<file path="config.mk">
export PLATFORM = sky130hd
export DESIGN_NAME = pursuit_host_loader
export DESIGN_NICKNAME = d
export VERILOG_FILES = /design/src/rtl/pursuit_host_loader_pkg.sv /design/src/rtl/pursuit_host_loader_x_unloader.sv /design/src/rtl/pursuit_host_loader.sv
export SDC_FILE = /design/constraint.sdc
export NUM_CORES = 1
export LEC_CHECK = 0
export BUFFER_PORTS_ARGS = -buffer_cell sky130_fd_sc_hd__buf_4
export CAP_MARGIN = 20
export CORE_MARGIN = 2
export CORE_UTILIZATION = 40
export DETAILED_ROUTE_END_ITERATION = 12
export PLACE_DENSITY = 0.73
export SLEW_MARGIN = 20
export SYNTH_ARGS = -nofsm -noshare
export SYNTH_HDL_FRONTEND = slang
export SYNTH_SLANG_ARGS = --single-unit
</file>
<file path="constraint.sdc">
create_clock -name clock -period 1.98 [get_ports clock]
set_clock_uncertainty 0.05 [all_clocks]
set_input_delay 0.396 -clock clock [delete_from_list [all_inputs] [get_ports clock]]
set_output_delay 0.396 -clock clock [all_outputs]
set_load 0.1 [all_outputs]
</file>
<file path="src/rtl/pursuit_host_loader_pkg.sv">
// Shared types and default geometry for the matching pursuit host loader.
// The session FSM and the x unloader both use host_state_t.
package verisparse;

   typedef logic [31:0] fp_32_t;

   localparam int SIGNAL_SIZE_DEFAULT       = 4;
   localparam int DICTIONARY_SIZE_DEFAULT   = 8;
   localparam int SIGNAL_ADDR_WIDTH         = 2;
   localparam int DICTIONARY_ADDR_WIDTH     = 5;
   localparam int REPRESENTATION_ADDR_WIDTH = 3;

   typedef enum logic [3:0] {
      ST_IDLE      = 4'd0,
      ST_LOAD_Y    = 4'd1,
      ST_LOAD_DICT = 4'd2,
      ST_KICK      = 4'd3,
      ST_WAIT      = 4'd4,
      ST_RD_ADDR   = 4'd5,
      ST_RD_DATA   = 4'd6,
      ST_SEND      = 4'd7,
      ST_FINISH    = 4'd8
   } host_state_t;

   // Counter width able to hold depth-1, never narrower than one bit.
   function automatic int idx_width(input int depth);
      return (depth > 1) ? $clog2(depth) : 1;
   endfunction

endpackage

</file>
<file path="src/rtl/pursuit_host_loader_x_unloader.sv">
// Reads x[0..N-1] back from the representation RAM and streams each word out
// over valid/ready, one word per three cycles at best.
module pursuit_x_unloader
   import verisparse::*;
#(
   parameter int N    = DICTIONARY_SIZE_DEFAULT,
   parameter int X_AW = REPRESENTATION_ADDR_WIDTH
) (
   input  logic            clock,
   input  logic            resetN,
   input  logic            go,
   output logic [X_AW-1:0] x_raddr,
   input  fp_32_t          x_rdata,
   output logic            out_valid,
   output fp_32_t          out_data,
   input  logic            out_ready,
   output logic            done
);

   localparam int XIW = idx_width(N);

   host_state_t     state_q, state_d;
   logic [XIW-1:0]  idx_q, idx_d;
   logic [XIW-1:0]  idx_inc;
   logic [X_AW-1:0] x_raddr_q, x_raddr_d;
   logic            out_valid_q, out_valid_d;
   fp_32_t          out_data_q, out_data_d;

   assign idx_inc = idx_q + 1'b1;

   always_comb begin
      state_d     = state_q;
      idx_d       = idx_q;
      x_raddr_d   = x_raddr_q;
      out_valid_d = out_valid_q;
      out_data_d  = out_data_q;
      done        = 1'b0;
      case (state_q)
         ST_IDLE: begin
            if (go) begin
               state_d   = ST_RD_ADDR;
               idx_d     = '0;
               x_raddr_d = '0;
            end
         end
         ST_RD_ADDR: state_d = ST_RD_DATA;
         ST_RD_DATA: begin
            out_data_d  = x_rdata;
            out_valid_d = 1'b1;
            state_d     = ST_SEND;
         end
         ST_SEND: begin
            if (out_ready) begin
               out_valid_d = 1'b0;
               if (idx_q == XIW'(N - 1)) begin
                  // Combinational so the session FSM reaches FINISH on this same edge.
                  done    = 1'b1;
                  state_d = ST_IDLE;
               end else begin
                  idx_d     = idx_inc;
                  x_raddr_d = X_AW'(idx_inc);
                  state_d   = ST_RD_ADDR;
               end
            end
         end
         default: begin
            state_d     = ST_IDLE;
            out_valid_d = 1'b0;
         end
      endcase
   end

   always_ff @(posedge clock) begin
      if (!resetN) begin
         state_q     <= ST_IDLE;
         idx_q       <= '0;
         x_raddr_q   <= '0;
         out_valid_q <= 1'b0;
         out_data_q  <= '0;
      end else begin
         state_q     <= state_d;
         idx_q       <= idx_d;
         x_raddr_q   <= x_raddr_d;
         out_valid_q <= out_valid_d;
         out_data_q  <= out_data_d;
      end
   end

   assign x_raddr   = x_raddr_q;
   assign out_valid = out_valid_q;
   assign out_data  = out_data_q;

endmodule

</file>
<file path="src/rtl/pursuit_host_loader.sv">
// Host-side session sequencer: loads y and Phi, kicks the processor, waits for
// done, then hands the x readback to pursuit_x_unloader.
module pursuit_host_loader
   import verisparse::*;
#(
   parameter int M    = SIGNAL_SIZE_DEFAULT,
   parameter int N    = DICTIONARY_SIZE_DEFAULT,
   parameter int Y_AW = SIGNAL_ADDR_WIDTH,
   parameter int D_AW = DICTIONARY_ADDR_WIDTH,
   parameter int X_AW = REPRESENTATION_ADDR_WIDTH
) (
   input  logic            clock,
   input  logic            resetN,
   input  logic            cmd_start,
   output logic            busy,
   input  logic            load_valid,
   input  fp_32_t          load_data,
   output logic            load_ready,
   output logic            y_we,
   output logic [Y_AW-1:0] y_waddr,
   output fp_32_t          y_wdata,
   output logic            dict_we,
   output logic [D_AW-1:0] dict_waddr,
   output fp_32_t          dict_wdata,
   output logic [X_AW-1:0] x_raddr,
   input  fp_32_t          x_rdata,
   output logic            proc_start,
   input  logic            proc_done,
   output logic            out_valid,
   output fp_32_t          out_data,
   input  logic            out_ready,
   output logic            session_done
);

   localparam int IW = idx_width(M * N);

   host_state_t     state_q, state_d;
   logic [IW-1:0]   idx_q, idx_d;
   logic            busy_q, busy_d;
   logic            load_ready_q, load_ready_d;
   logic            y_we_q, y_we_d;
   logic [Y_AW-1:0] y_waddr_q, y_waddr_d;
   fp_32_t          y_wdata_q, y_wdata_d;
   logic            dict_we_q, dict_we_d;
   logic [D_AW-1:0] dict_waddr_q, dict_waddr_d;
   fp_32_t          dict_wdata_q, dict_wdata_d;
   logic            proc_start_q, proc_start_d;
   logic            session_done_q, session_done_d;
   logic            accept;
   logic            unl_go;
   logic            unl_done;

   // load_ready_q tracks the load states exactly, so this is the true handshake.
   assign accept = load_valid && load_ready_q;

   always_comb begin
      state_d      = state_q;
      idx_d        = idx_q;
      y_we_d       = 1'b0;
      y_waddr_d    = y_waddr_q;
      y_wdata_d    = y_wdata_q;
      dict_we_d    = 1'b0;
      dict_waddr_d = dict_waddr_q;
      dict_wdata_d = dict_wdata_q;
      unl_go       = 1'b0;
      case (state_q)
         ST_IDLE: begin
            if (cmd_start) begin
               state_d = ST_LOAD_Y;
               idx_d   = '0;
            end
         end
         ST_LOAD_Y: begin
            if (accept) begin
               y_we_d    = 1'b1;
               y_waddr_d = Y_AW'(idx_q);
               y_wdata_d = load_data;
               if (idx_q == IW'(M - 1)) begin
                  state_d = ST_LOAD_DICT;
                  idx_d   = '0;
               end else begin
                  idx_d = idx_q + 1'b1;
               end
            end
         end
         ST_LOAD_DICT: begin
            if (accept) begin
               dict_we_d    = 1'b1;
               dict_waddr_d = D_AW'(idx_q);
               dict_wdata_d = load_data;
               if (idx_q == IW'(M * N - 1)) begin
                  state_d = ST_KICK;
                  idx_d   = '0;
               end else begin
                  idx_d = idx_q + 1'b1;
               end
            end
         end
         ST_KICK: state_d = ST_WAIT;
         ST_WAIT: begin
            if (proc_done) begin
               state_d = ST_RD_ADDR;
               idx_d   = '0;
               unl_go  = 1'b1;
            end
         end
         // The unloader walks RD_ADDR/RD_DATA/SEND; here we only wait for it.
         ST_RD_ADDR: begin
            if (unl_done) state_d = ST_FINISH;
         end
         ST_FINISH: state_d = ST_IDLE;
         default:   state_d = ST_IDLE;
      endcase
   end

   always_comb begin
      busy_d         = (state_d != ST_IDLE);
      load_ready_d   = (state_d == ST_LOAD_Y) || (state_d == ST_LOAD_DICT);
      proc_start_d   = (state_d == ST_KICK);
      session_done_d = (state_d == ST_FINISH);
   end

   always_ff @(posedge clock) begin
      if (!resetN) begin
         state_q        <= ST_IDLE;
         idx_q          <= '0;
         busy_q         <= 1'b0;
         load_ready_q   <= 1'b0;
         y_we_q         <= 1'b0;
         y_waddr_q      <= '0;
         y_wdata_q      <= '0;
         dict_we_q      <= 1'b0;
         dict_waddr_q   <= '0;
         dict_wdata_q   <= '0;
         proc_start_q   <= 1'b0;
         session_done_q <= 1'b0;
      end else begin
         state_q        <= state_d;
         idx_q          <= idx_d;
         busy_q         <= busy_d;
         load_ready_q   <= load_ready_d;
         y_we_q         <= y_we_d;
         y_waddr_q      <= y_waddr_d;
         y_wdata_q      <= y_wdata_d;
         dict_we_q      <= dict_we_d;
         dict_waddr_q   <= dict_waddr_d;
         dict_wdata_q   <= dict_wdata_d;
         proc_start_q   <= proc_start_d;
         session_done_q <= session_done_d;
      end
   end

   pursuit_x_unloader #(
      .N    (N),
      .X_AW (X_AW)
   ) u_unloader (
      .clock     (clock),
      .resetN    (resetN),
      .go        (unl_go),
      .x_raddr   (x_raddr),
      .x_rdata   (x_rdata),
      .out_valid (out_valid),
      .out_data  (out_data),
      .out_ready (out_ready),
      .done      (unl_done)
   );

   assign busy         = busy_q;
   assign load_ready   = load_ready_q;
   assign y_we         = y_we_q;
   assign y_waddr      = y_waddr_q;
   assign y_wdata      = y_wdata_q;
   assign dict_we      = dict_we_q;
   assign dict_waddr   = dict_waddr_q;
   assign dict_wdata   = dict_wdata_q;
   assign proc_start   = proc_start_q;
   assign session_done = session_done_q;

endmodule
</file>
* After elaboration in Yosys (flattened, before gate mapping)
Cells that the tools add are included.
** Operators by class
- Reduce and logical (&&, ||, !) cells :: 16
- Bitwise operators :: 1
- Muxes and demuxes :: 31
- $add $sub $neg :: 2
- Equal/unequal tests :: 22
** Operators by type and width (number)
- 4-bit 2-to-1 mux :: 9
- 5-bit 2-to-1 mux :: 6
- 4-bit case mux with 6 select lines :: 1
- 4-bit by 3-bit == test with 1-bit output (second input constant) :: 5
- 5-bit case mux with 4 select lines :: 1
- 4-bit by 2-bit == test with 1-bit output (second input constant) :: 4
- 4-bit case mux with 4 select lines :: 1
- 3-bit 2-to-1 mux :: 4
- 2-bit inequality test (second input constant) :: 6
- 2-bit AND reduction :: 6
- 4-bit by 1-bit == test with 1-bit output (second input constant) :: 2
- 4-bit zero test :: 2
- 4-bit nonzero test :: 2
- 1-bit 2-to-1 mux :: 7
- 3-bit case mux with 2 select lines :: 1
- 5-bit by 1-bit adder with 5-bit output (second input constant) :: 1
- 5-bit by 2-bit == test with 1-bit output (second input constant) :: 1
- 5-bit == test (second input constant) :: 1
- 5-bit AND reduction :: 1
- 4-bit == test (second input constant) :: 1
- 4-bit AND reduction :: 1
- 3-bit by 1-bit adder with 3-bit output (second input constant) :: 1
- 3-bit == test (second input constant) :: 1
- 1-bit case mux with 3 select lines :: 1
- 6 further kinds :: 6
** Storage, ports and cells
- Output and inout port bits :: 113
- Bits of input ports :: 70
- Register bits after elaboration :: 126
- Word-level logic and storage cells :: 88

* Longest topological paths before layout
Gate-level depths: netlist of the first run.
- Depth after elaboration :: 8
- Gate-level depth with buffers :: 8

* Modules after synthesis
Synthesis of the first run repeated with hierarchy kept, for this count alone.
** Unflattened totals
- Cells, all modules :: 578
- Area total of the unflattened synthesis :: 4723.3 µm²
** Modules (own cells, without submodules)
- pursuit_host_loader :: instances 1, cells each 398, area an instance 3244.4 µm², sequential area each 1721.7 µm²
- pursuit_x_unloader :: instances 1, cells each 180, area an instance 1478.9 µm², sequential area each 780.7 µm²

* Worst setup path after synthesis of the first run
Ideal clock, no wire load.
- Path type :: reg2reg
- Start point :: reg u_unloader.x_raddr[0] (netlist name)
- End point :: reg state_q[2]
- Setup time :: 117 ps
- Stages on the path, launching flop included :: 7
- Slack :: -233 ps
- Period minus slack after synthesis :: 2213 ps
- Data arrival time :: 2047 ps
- Path through :: dfxtp_1 ha_1 ha_1 nand4_1 or2_2 a21oi_1 nor2_1
** RTL lines
- end signal: assignment :: line pursuit_host_loader.sv:138 : state_q <= state_d;
- end: declaration :: line pursuit_host_loader.sv:37 : host_state_t state_q, state_d;

* Worst setup path in the final report of the first run
- Start point :: reg idx_q[0]
- End point :: reg idx_q[2]
** On the way
- Longest elaborated chain between the ends :: 4
- Elaborated cells on any way between the ends :: 8
- Classes of those cells :: 1 x add/sub; 2 x eq/ne; 5 x mux
** Ends and longest elaborated chain
- start: declaration :: line pursuit_host_loader.sv:38 : logic [IW-1:0] idx_q, idx_d;
- start signal: assignment :: line pursuit_host_loader.sv:139 : idx_q <= idx_d;
- 5-bit by 1-bit adder with 5-bit output, or another cell as far along :: line pursuit_host_loader.sv:82, pursuit_host_loader.sv:95
- 5-bit 2-to-1 mux (on tied branches) :: line pursuit_host_loader.sv:91, pursuit_host_loader.sv:78
- 5-bit 2-to-1 mux (on tied branches) :: line pursuit_host_loader.sv:87, pursuit_host_loader.sv:74
- 5-bit case mux with 4 select lines * :: line pursuit_host_loader.sv:66 : case (state_q)
Every way passes the cells marked *; elsewhere a longest branch is shown, timed or not. The select of a mux whose other input is x is not followed.
A chain may end at the register's enable or synchronous reset.

==> qor.csv, run 1 <==
metric,value,unit
status,finished clean,
htreeDepth,4,
postCtsSetupBuffers,0,
dr.pass1.iters,4,
clock_sinks,125,
maxCapViolations,0,
hold_violations,0,
grt_overflow,0,
synth_cell_types,41,
yosys-top-cells-area,"dfxtp_1 54%, nand2_1 17%, a21oi_1 12%, clkbuf_1 2.2%, nor2_1 1.2%",
drtIter0Drc,261,
grt_pass1_vias,4507,
p_leak,2.77,nW
vias,4588,
multiInputGateArea,0.00194,mm2
ys_seq_elements,125,
total_power,6.07,mW
cts_buffers,17,
r2r_slack,0.12,ns
vias_per_cell,5.03,
layout_common_cells,"214 x nand2_1, 190 x buf_4, 121 x dfxtp_1, 113 x a21oi_1, 17 x clkbuf_16",
syn_to_final_growth,45.2,%
synth_seq_area_share,0.539,
post-synth-top-area-cell,dfxtp_1,
syn_area,0.00464,mm2
tns,0,ns
worst_path_max_delay_cell,nor4b_1,
fmax,0.539,GHz
yosys.area_share.adder,0.0108,
grtUsageTotal,0.203,
rows,39,
start_kind,flop,
postRouteAntennaNets,0,
crit_arrival,2.09,ns
worst_skew_pair.late_latency,0.40,ns
ff_latch_area,0.00251,mm2
muxShareOfSynthArea,0.00647,
die-area,0.0125,mm2
final_nets,833,
yosys.area_share.simple,0.242,
critPathMaxFanout,4,
whs_path_depth,3,
setup_ws,0.123,ns
synth_top_family_by_area,simple AND/OR/NAND/NOR gates,
antenna_found_initial,0,
max_slew_margin,0.596,
end_kind,flop,
min_period,1.86,ns
syn_avg_cell_area,7.89,um2
setup_violations,0,
timing.final.crit_share,0.938,
dr.max_layer_used,met4,
mostFrequentLayoutCell,nand2_1,
start_util,0.408,
critPathKind,flop to flop,
timing.hold.ws,0.183,ns
fp.dieH,112,um
rsz0062_at_grt,false,
yosysTopAreaCellShare,0.539,
min_path_type,input pin to flop,
clk_pin_slew,0.06,ns
syn_nets,662,
m1WireLength,5350,um
slowest_delay,0.40,ns
reg2reg_from,idx_q[0]$_SDFFE_PN0P_,
dp_hpwl,9040,um
cp_cell_sequence,ha_1 -> nor4b_1 -> o22ai_1 -> and2_2 -> a211oi_1 -> o22ai_1,
drt_wl_total,12800,um
routedWlPerCell,14.0,um
grt_max_degree,74,
powerDensity,901,mW/mm2
cts_tree,yes,
critical-path-top-delay-family,simple AND/OR/NAND/NOR gates,
cts-root-buf,clkbuf_16,
synth_compound_area_frac,0.157,
min_to,u_unloader.out_data[2]$_SDFFE_PN0P_,
tightest_slew,0.606,ns
route.met2.wl,5950,um
r2r_cells,6,
path_buf_inv,0,
vdd_drop_max,0.000437,V
timing.critical_path.mode_cell,o22ai_1,
core,0.0114,mm2
synthXorXnorAreaFrac,0,
io_pins,183,
critPathRequiredTime,2.22,ns
clock_path_buffers,2,
wl_met3,1290,um
ys_warn_count,0,
pre_cts_ws,0.121,ns
fillerInstances,1045,
place_congestion,0.912,
fp.dieW,112,um
drc_errors,0,
r2r-end,idx_q[2]$_SDFFE_PN0P_,
hold_path_startpoint,x_rdata[2],
diodes,0,
syn_inst,588,
io_buffers,182,
drive_gt1_frac,0.302,
drv_slew,0,
grt_pass1_wl,20900,um
[power by group]
group / internal [mW] / switching (mW)
logic: 0.149 / 0.246
registers: 2.54 / 0.0124
clock network: 2.09 / 1.04
[worst reg2reg max path: stages, from the launching register on]
cell and delay [ns]:
dfxtp_1 0.33, ha_1 0.19, nor4b_1 0.40, o22ai_1 0.11, and2_2 0.25, a211oi_1 0.28, o22ai_1 0.13
[how the worst max path moves through the flow]
stage | start | end | slack, ns | cells past startpoint
after floorplan | u_unloader.x_raddr[0]$_SDFFE_PN0P_ | load_ready$_SDFF_PN0_ | 0.08 | 6
after global placement | idx_q[0]$_SDFFE_PN0P_ | idx_q[3]$_SDFFE_PN0P_ | 0.18 | 7
after detailed placement | idx_q[0]$_SDFFE_PN0P_ | idx_q[3]$_SDFFE_PN0P_ | 0.12 | 7
after CTS | idx_q[0]$_SDFFE_PN0P_ | idx_q[3]$_SDFFE_PN0P_ | 0.10 | 7
after global routing | idx_q[0]$_SDFFE_PN0P_ | idx_q[3]$_SDFFE_PN0P_ | 0.03 | 7
final | idx_q[0]$_SDFFE_PN0P_ | idx_q[2]$_SDFFE_PN0P_ | 0.12 | 6
[sequential cells by signal, summed over array words and instances, names as in the netlist]
| signal | cells |
|---|---|
| proc_start | 1 |
| idx_q | 5 |
| session_done | 1 |
| u_unloader.x_raddr | 3 |
| dict_wdata | 32 |
| dict_waddr | 5 |
| y_wdata | 32 |
| busy | 1 |
| y_waddr | 2 |
| y_we | 1 |
| u_unloader.state_q | 3 |
| dict_we | 1 |
| u_unloader.out_data | 32 |
| load_ready | 1 |
| state_q | 4 |
| u_unloader.out_valid | 1 |
[synthesized netlist by cell type (all sizes together)]
master  instances
inv             7
and3            6
nand4b          1
a221o           1
a211oi          3
o31ai           1
o21a            2
o22ai           2
nand2         214
nand3           8
dfxtp         125
or3             2
nor2           15
nor4b           1
nand4           2
mux2i           3
nor4            2
a221oi          1
nand2b          5
a32o            1
o211ai          1
clkinv          1
a31oi           1
and2            3
o32ai           1
nor3            6
o21ai           9
clkbuf         27
ha              4
or2             3
buf            14
a21oi         113
nor2b           3
[cells by family after synthesis]
group	count (synthesis)
mux	3
flops	125
fa+ha+maj	4
simple gates	271
buf+inv	49
compound gates	136
[repair_timing]
| item | CTS | global route |
|---|---|---|
| resized for setup | 0 | 1 |
| endpoints found under the setup margin | 0 | 1 |
| hold buffers | 0 | 0 |
[metrics by stage]
stage               area, um2  cells   util
floorplan                4650    588      -
global placement         6140    883  0.540
detailed placement       6140    883  0.540
CTS                      6740    912  0.593
global route             6740    912  0.593
finish                   6740    912  0.593
[per-layer routing]
metal  track usage  up-vias
met5             0        -
met2         0.335      192
met4        0.0733        0
met1         0.238     2096
met3        0.0833       24
li1              -     2276
[area by class of cell]
| cell class | instances | area share |
|---|---|---|
| flip-flops and latches | 125 | 0.372 |
| clock inverters | 6 | 0.0163 |
| clock buffers | 23 | 0.0724 |
| well taps | 143 | 0.0265 |
| repair buffers | 193 | 0.221 |
| multi-input cells | 414 | 0.287 |
| inverters | 8 | 0.00483 |
Note: power is estimated with default switching activity, not from simulation.
==> run 2, diff against run 1 <==
CORE_UTILIZATION = 48   (was 40)
PLACE_DENSITY = 0.84   (was 0.73)
==> qor.csv, run 2 (synthesis results as in run 1) <==
metric,value,unit,change
critical-path-top-delay-family,compound AO/OA/AOI/OAI gates,,was simple AND/OR/NAND/NOR gates
vdd_drop_max,0.000593,V,was 0.000437 V
path_buf_inv,0,,unchanged
fillerInstances,735,,was 1045
r2r-end,idx_q[2]$_SDFFE_PN0P_,,unchanged
cp_cell_sequence,ha_1 -> and3_1 -> ha_2 -> o22ai_1 -> and2_2 -> a211oi_1 -> o22ai_1,,was ha_1 -> nor4b_1 -> o22ai_1 -> and2_2 -> a211oi_1 -> o22ai_1
die-area,0.0105,mm2,was 0.0125 mm2
hold_violations,0,,unchanged
min_path_type,input pin to flop,,unchanged
routedWlPerCell,13.9,um,was 14.0 um
grtUsageTotal,0.239,,was 0.203
crit_arrival,2.16,ns,was 2.09 ns
fmax,0.543,GHz,was 0.539 GHz
drc_errors,0,,unchanged
powerDensity,892,mW/mm2,was 901 mW/mm2
fp.dieW,102,um,was 112 um
dr.pass1.iters,5,,was 4
grt_pass1_vias,4373,,was 4507
drt_wl_total,12500,um,was 12800 um
status,finished clean,,unchanged
setup_ws,0.138,ns,was 0.123 ns
place_area,0.00610,mm2,was 0.00614 mm2
start_util,0.498,,was 0.408
drv_slew,0,,unchanged
layout_common_cells,"214 x nand2_1, 190 x buf_4, 119 x dfxtp_1, 113 x a21oi_1, 16 x clkbuf_16",,"was 214 x nand2_1, 190 x buf_4, 121 x dfxtp_1, 113 x a21oi_1, 17 x clkbuf_16"
whs_path_depth,3,,unchanged
clk_pin_slew,0.06,ns,about the same
vias,4581,,was 4588
min_to,u_unloader.out_data[5]$_SDFFE_PN0P_,,was u_unloader.out_data[2]$_SDFFE_PN0P_
clock_path_buffers,2,,unchanged
timing.final.crit_share,0.930,,was 0.938
postCtsSetupBuffers,0,,unchanged
slowest_delay,0.37,ns,was 0.40 ns
io_buffers,182,,unchanged
cts_buffers,17,,unchanged
reg2reg_from,idx_q[0]$_SDFFE_PN0P_,,unchanged
grt_max_degree,44,,was 74
critPathKind,flop to flop,,unchanged
worst_skew_pair.late_latency,0.49,ns,was 0.40 ns
total_power,5.99,mW,was 6.07 mW
fin_area,0.00671,mm2,was 0.00674 mm2
rsz0062_at_grt,false,,unchanged
drtIter0Drc,257,,was 261
place_congestion,0.889,,was 0.912
pre_cts_ws,0.0382,ns,was 0.121 ns
mostFrequentLayoutCell,nand2_1,,unchanged
grt_overflow,0,,unchanged
max_slew_margin,0.613,,was 0.596
dp_hpwl,8770,um,was 9040 um
drive_gt1_frac,0.310,,was 0.302
core,0.00933,mm2,was 0.0114 mm2
critPathRequiredTime,2.29,ns,was 2.22 ns
setup_violations,0,,unchanged
cts_tree,yes,,unchanged
hold_path_startpoint,x_rdata[5],,was x_rdata[2]
timing.hold.ws,0.0989,ns,was 0.183 ns
syn_to_final_growth,44.6,%,was 45.2%
tns,0,ns,unchanged
diodes,0,,unchanged
cts-root-buf,clkbuf_8,,was clkbuf_16
clock_sinks,125,,unchanged
tightest_slew,0.580,ns,was 0.606 ns
rows,35,,was 39
timing.critical_path.mode_cell,o22ai_1,,unchanged
htreeDepth,4,,unchanged
worst_path_max_delay_cell,dfxtp_2,,was nor4b_1
min_period,1.84,ns,was 1.86 ns
maxCapViolations,0,,unchanged
start_kind,flop,,unchanged
antenna_found_initial,0,,unchanged
grt_pass1_wl,19700,um,was 20900 um
critPathMaxFanout,6,,was 4
r2r_cells,7,,was 6
fp.dieH,102,um,was 112 um
final_nets,832,,was 833
end_kind,flop,,unchanged
r2r_slack,0.14,ns,was 0.12 ns
vias_per_cell,5.09,,was 5.03
p_leak,2.75,nW,was 2.77 nW
io_pins,183,,unchanged
postRouteAntennaNets,0,,unchanged
-- run 2: cell count changes in the layout (fill, tap and decap cells not counted), sizes merged --
cell      delta
clkinv       +6
clkbuf       -4
inv          +2
buf          -1
clkinvlp     -1
-- run 2: report_power, final --
part / switching [mW] / internal, mW
combinational: 0.239 / 0.145
sequential: 0.0145 / 2.54
clock: 1.09 / 1.96
-- run 2: final cells by class --
class | instances | area, um2 | area share
Timing Repair Buffer | 192 | 1470 | 0.218
Tap cell | 129 | 161 | 0.0240
Clock inverter | 13 | 165 | 0.0246
Clock buffer | 19 | 432 | 0.0643
Inverter | 8 | 32.5 | 0.00485
Sequential cell | 125 | 2510 | 0.374
Multi-Input combinational cell | 414 | 1950 | 0.290
-- run 2: worst min-delay path, delay by kind of cell --
| family | cells | cell delay, ns |
|---|---|---|
| buffers and inverters | 1 | 0.11 |
| and+or+nand+nor | 1 | 0.05 |
| AOI/OAI and AO/OA | 1 | 0.05 |
-- run 2: worst max path at each step --
stage,end,startpoint,cells past startpoint
global route,idx_q[2]$_SDFFE_PN0P_,idx_q[0]$_SDFFE_PN0P_,7
CTS,idx_q[2]$_SDFFE_PN0P_,idx_q[0]$_SDFFE_PN0P_,6
global placement,idx_q[3]$_SDFFE_PN0P_,idx_q[0]$_SDFFE_PN0P_,7
finish,idx_q[2]$_SDFFE_PN0P_,idx_q[0]$_SDFFE_PN0P_,7
detailed placement,idx_q[2]$_SDFFE_PN0P_,idx_q[0]$_SDFFE_PN0P_,6
floorplan,load_ready$_SDFF_PN0_,u_unloader.x_raddr[0]$_SDFFE_PN0P_,6
-- run 2: timing repair --
item                       4_1_cts  5_1_grt
setup endpoints to repair        0        4
resized for setup                0        5
hold buffers                     0        0
-- run 2: routing by layer --
metal | routed length (um) | global-route usage | vias up
li1 | - | - | 2283
met1 | 4960 | 0.269 | 2065
met2 | 6250 | 0.416 | 223
met3 | 1210 | 0.0855 | 10
met4 | 112 | 0.0882 | 0
met5 | 0 | 0 | -
-- run 2: through the flow --
step / utilization / cells
final: 0.720 / 900
after detailed placement: 0.654 / 868
after floorplan: - / 588
after global placement: 0.654 / 868
after CTS: 0.718 / 900
after global routing: 0.720 / 900
